===== src/rtl/uart_tx_arbiter.sv =====
// uart_tx_arbiter: round-robin share of one byte-wide UART TX core among NUM_SRC 16-bit producers.
// Frame = {HDR_TAG,src}, LSB, MSB; define CHECKSUM_EN to append an XOR checksum byte.
module uart_tx_arbiter #(
  parameter int         NUM_SRC       = 4,
  parameter logic [4:0] HDR_TAG       = 5'b10100,
  parameter int         START_TIMEOUT = 16
) (
  input  logic                   clk,
  input  logic                   rst,
  input  logic [NUM_SRC-1:0]     req,
  input  logic [16*NUM_SRC-1:0]  data_in,
  output logic [NUM_SRC-1:0]     ack,
  input  logic                   TxD_busy,
  output logic                   TxD_start,
  output logic [7:0]             TxD_data,
  output logic                   arb_busy,
  output logic [2:0]             last_src,
  output logic                   timeout_err
);
  localparam int TW = $clog2(START_TIMEOUT + 1);
`ifdef CHECKSUM_EN
  localparam logic [1:0] LAST_IDX = 2'd3;
`else
  localparam logic [1:0] LAST_IDX = 2'd2;
`endif

  typedef enum logic [2:0] {IDLE, LOAD, START, WAIT_HI, WAIT_LO} state_t;

  state_t        state;
  logic [2:0]    ptr, grant, win;
  logic [3:0]    cand;
  logic          found;
  logic [15:0]   word_r;
  logic [1:0]    byte_idx;
  logic [TW-1:0] tmo_cnt;
  logic [7:0]    req_x, hdr, tx_byte;
  logic [127:0]  data_x;

  // widen to the 8-source maximum so source indices are always 3 bits
  assign req_x  = 8'(req);
  assign data_x = 128'(data_in);
  assign hdr    = {HDR_TAG, grant};

  always_comb begin
    win   = ptr;
    found = 1'b0;
    cand  = '0;
    for (int i = 1; i <= NUM_SRC; i++) begin
      cand = {1'b0, ptr} + 4'(i);
      if (cand >= 4'(NUM_SRC)) cand = cand - 4'(NUM_SRC);
      if (!found && req_x[cand[2:0]]) begin
        win   = cand[2:0];
        found = 1'b1;
      end
    end
  end

  always_comb begin
    case (byte_idx)
      2'd0:    tx_byte = hdr;
      2'd1:    tx_byte = word_r[7:0];
      2'd2:    tx_byte = word_r[15:8];
`ifdef CHECKSUM_EN
      default: tx_byte = hdr ^ word_r[7:0] ^ word_r[15:8];
`else
      default: tx_byte = 8'h00;
`endif
    endcase
  end

  always_ff @(posedge clk) begin
    if (rst) begin
      state       <= IDLE;
      ptr         <= 3'(NUM_SRC - 1);
      grant       <= '0;
      word_r      <= '0;
      byte_idx    <= '0;
      tmo_cnt     <= '0;
      ack         <= '0;
      TxD_start   <= 1'b0;
      TxD_data    <= '0;
      arb_busy    <= 1'b0;
      last_src    <= '0;
      timeout_err <= 1'b0;
    end else begin
      ack       <= '0;
      TxD_start <= 1'b0;
      case (state)
        IDLE: if (|req) begin
          grant <= win;
          state <= LOAD;
        end
        LOAD: begin
          word_r   <= data_x[{grant, 4'b0000} +: 16];
          ack      <= NUM_SRC'(1) << grant;
          last_src <= grant;
          ptr      <= grant;
          arb_busy <= 1'b1;
          byte_idx <= '0;
          state    <= START;
        end
        START: if (!TxD_busy) begin
          TxD_start <= 1'b1;
          TxD_data  <= tx_byte;
          tmo_cnt   <= '0;
          state     <= WAIT_HI;
        end
        // a core that never raises busy is assumed to have taken the byte
        WAIT_HI: begin
          if (TxD_busy) state <= WAIT_LO;
          else if (tmo_cnt == TW'(START_TIMEOUT - 1)) begin
            timeout_err <= 1'b1;
            state       <= WAIT_LO;
          end else tmo_cnt <= tmo_cnt + TW'(1);
        end
        WAIT_LO: if (!TxD_busy) begin
          if (byte_idx == LAST_IDX) begin
            arb_busy <= 1'b0;
            state    <= IDLE;
          end else begin
            byte_idx <= byte_idx + 2'd1;
            state    <= START;
          end
        end
        default: state <= IDLE;
      endcase
    end
  end
endmodule


===== config.mk =====
export PLATFORM = sky130hd
export DESIGN_NAME = uart_tx_arbiter
export DESIGN_NICKNAME = d
export VERILOG_FILES = /design/src/rtl/uart_tx_arbiter.sv
export SDC_FILE = /design/constraint.sdc
export NUM_CORES = 1
export LEC_CHECK = 0
export CAP_MARGIN = 0
export CORE_MARGIN = 5
export CORE_UTILIZATION = 39
export DETAILED_ROUTE_END_ITERATION = 8
export MAX_ROUTING_LAYER = met4
export PLACE_DENSITY_LB_ADDON = 0.05
export SYNTH_ARGS = -nofsm -noshare
export SYNTH_HDL_FRONTEND = slang
export SYNTH_SLANG_ARGS = --single-unit

===== constraint.sdc =====
create_clock -name clk -period 2.8 [get_ports clk]
set_input_delay 0.56 -clock clk [delete_from_list [all_inputs] [get_ports clk]]
set_output_delay 0.56 -clock clk [all_outputs]
set_load 0.02 [all_outputs]

==> impl_results.md <==
- Final #Nets: between 400 and 500
- Layout Area Growth over Synthesis: 39.5%
- Relative slew slack: approximately 38%
- Initial antenna violation count: 0
- Via/cell ratio: between 5 and 6
- Fin crit share: around four fifths
- Hold depth: 2
- # placed instances: 429
- Post-CTS Resized: 0
- # hold bufs at CTS: 0
- Worst Tran Pin Value: approximately 0.93 ns
- Largest stage delay on the critical path: ~0.57 ns
- CP max-delay cell: dfxtp_1
- Worst VDD drop: ~0.31 mV
- Max Buffers Root-to-Sink: 2
- Cell area after synthesis: around 2600 um^2
- Fin. max-slew vios: 0
- #FFs+latches synth: 49
- Initial core utilization: 40.5%
- Die width: slightly above 90 um
- Post-synth top cells: dfxtp_1, nor2_1, a21oi_1, a22oi_1
- Synth warn: 0
- Hold Fails Final Rpt: 0
- Combinational share of power: a little over 30%
- Post-synth top flop: dfxtp_1
- Final Setup Violations: 0
- Detailed Route Iter0 Violations: around 110
- I/O Buffers: 88
- Total CTS buffers: 5
- Unrepaired setup endpoints after global routing: no
- Layout Cells excl Fill: between 400 and 500
- Gr ovfl total: 0
- P per Cell Area: approximately 500 nW/um^2
- Reg2Reg Setup Slack: between 0.5 and 0.6 ns
- Post-synth net total: between 300 and 400
- FMAX: roughly 450 MHz
- Status: complete, no violations
- Hold EP: last_src[1]
- CTS root buf: clkbuf_8
- Top area cells in the synthesized netlist: dfxtp_1, mux4_2, nor2_1
- Startpoint types: flip-flop
- Via count: 2392
- FF-to-FF path depth: 7
- Fin Hold WS: 0.466 ns
- Post-route antenna net violation count: 0
- Top-area cell type share of the netlist area: 37.7%
- Placement row count: 29
- Leading area contributor after synthesis: dfxtp_1
- Post-synth EDFFs: 0
- WL/cell: between 15 and 20 um
- Clock tree from TritonCTS: yes
- Lkg Pwr: between 1 and 1.5 nW
- Largest net degree at the start of global routing: 32
- Core footprint: between 6000 and 7000 um^2
- Critical Path Fanout Max: 10
- DR pass1 iterations: 5
- HP Class: flip-flop to flip-flop
- Count leader, synth: dfxtp_1
- Number of I/O pins: slightly below 90
- Seq/Total Area, Yosys: between 30% and 40%
- Final setup skew: around 0.011 ns
- Global-route wire length before repair: roughly 11000 um
- Beginning of the worst hold path: last_src[1]
- Vias in the first global route: about 2300
- Layout cells sized above 1: ~10%
- Clock edge transition at the registers on the reported setup and hold paths: roughly 0.09 ns
- Int Power: around 0.0013 W
- CP Data Required Time: about 3.0 ns
- Worst path bufs/invs: 1
- Post-Route WL: just under 7000 um
- Worst setup path class: flip-flop to flip-flop
- P_sw: between 0.0005 and 0.0006 W
- H-tree depth: 2
- Crit Reg-Reg Startpoint: ptr[0]
- Post-DP Area: ~3500 um^2
- Clk pwr share: between 20% and 30%
- GP Congestion: between 0.8 and 0.9
- CP delay by family, top: compound AO/OA/AOI/OAI gates
- # diodes: 0
- Die Y: 91.7 um
- Ys async rst share: 0%
- Post-route cell area: about 3600 um^2
- Crit path DAT: 2.43 ns
- Clk sink count: 49
- Synth Instances: ~280
- # fillers: 600
- Min cycle time layout: ~2.2 ns
- Dpl hpwl: 5240 um
- Die area: 8410 um^2
- Max Cap Viol: 0
- Synthesized area per cell: around 9.3 um^2
- DRC Markers: 0
- Sequential power share: a little under half
- Critical R2R Capture: grant[1]
- Sw Share: a little under a third
- Clk Latency, worst-skew pair: 0.30 ns
- Critical path capture point type: flip-flop
- Worst path cell trace: inv_1, ha_1, mux4_2, o21ai_1, a221oi_1, nor3_1, a2111oi_0
- GRT Resource Usage Total: between 15 and 20%
- Postcts setup bufs: 0
- Post-route setup TNS: 0 ns
- Synth cell types: 44
## metal layers
| metal | wire length [um] | vias to the layer above | track usage (%) |
|---|---|---|---|
| met5 | 0 | - | - |
| met4 | 46 | 0 | 3.34 |
| met3 | 410 | 4 | 2.86 |
| met2 | 3230 | 79 | 26.2 |
| met1 | 3110 | 1116 | 22.6 |
| li1 | - | 1193 | - |
## state kept, by name (all words and copies together) (netlist names)
signal,flops
TxD_start,1
ptr,2
timeout_err,1
TxD_data,8
grant,3
ack,4
arb_busy,1
byte_idx,2
state,3
word_r,16
tmo_cnt,5
last_src,3
## power groups by stage
stage / registers [W] / logic, W / clock network, W
finish: 0.000830 / 0.000554 / 0.000424
global route: 0.000841 / 0.000615 / 0.000474
CTS: 0.000831 / 0.000560 / 0.000444
detailed placement: 0.000847 / 0.000559 / 0
global placement: 0.000846 / 0.000553 / 0
floorplan: 0.000804 / 0.000387 / 0
## cell families (layout without fill, tap and decap cells)
kind of cell / count (synthesis) / count (layout) / share of synthesized area, %
xor+xnor: 3 / 3 / 1.01
fa+ha+maj: 8 / 8 / 3.84
compound gates: 67 / 67 / 17.0
mux: 22 / 22 / 16.7
buf+inv: 33 / 112 / 5.57
simple gates: 99 / 99 / 18.2
flops: 49 / 49 / 37.7
## placed cells by master, fill, tap and decap left out, types with 3 or more instances in the layout
cell type,synthesis,layout
a21oi_1,25,25
a221oi_1,3,3
a222oi_1,3,3
a22oi_1,19,19
and3_1,3,3
buf_4,2,7
clkbuf_8,0,5
clkdlybuf4s50_1,0,88
dfxtp_1,49,49
ha_1,8,8
inv_1,8,8
mux2i_1,4,4
mux4_2,17,17
nand2_1,15,15
nand2b_1,4,4
nand4_1,3,3
nor2_1,41,41
nor3_1,17,17
nor3b_1,3,3
o211ai_1,3,3
o21ai_0,5,5
## worst register-to-register path, cell delays in order (launching register included)
cell and delay (ns):
dfxtp_1 0.57, inv_1 0.13, ha_1 0.41, mux4_2 0.26
o21ai_1 0.10, a221oi_1 0.29, nor3_1 0.07, a2111oi_0 0.30
## metrics by stage
stage          total power (W)  setup WS (ns)  utilization (%)
2_1_floorplan          0.00119          0.844                -
3_3_place_gp           0.00140          0.371             55.1
3_5_place_dp           0.00141          0.303             55.1
4_1_cts                0.00184          0.534             56.6
5_1_grt                0.00193          0.297             56.6
6_report               0.00181          0.560             56.6
## worst max path at each step
stage	start	end	slack [ns]	depth (start not counted)
detailed placement	req[3]	grant[0]	0.30	5
floorplan	ptr[0]	grant[1]	0.84	8
CTS	ptr[0]	grant[1]	0.53	7
global placement	req[3]	grant[0]	0.37	5
finish	ptr[0]	grant[1]	0.56	7
global route	ptr[0]	grant[1]	0.30	7
## cell type report
cell class	instances	area, um^2	area share [%]
clock buffers	5	68.8	1.89
clock inverters	3	25.0	0.689
inverters	8	30.0	0.827
multi-input cells	199	1480	40.7
flip-flops and latches	49	981	27.0
well taps	77	96.3	2.65
repair buffers	96	953	26.2
(Power assumes the default switching activity.)
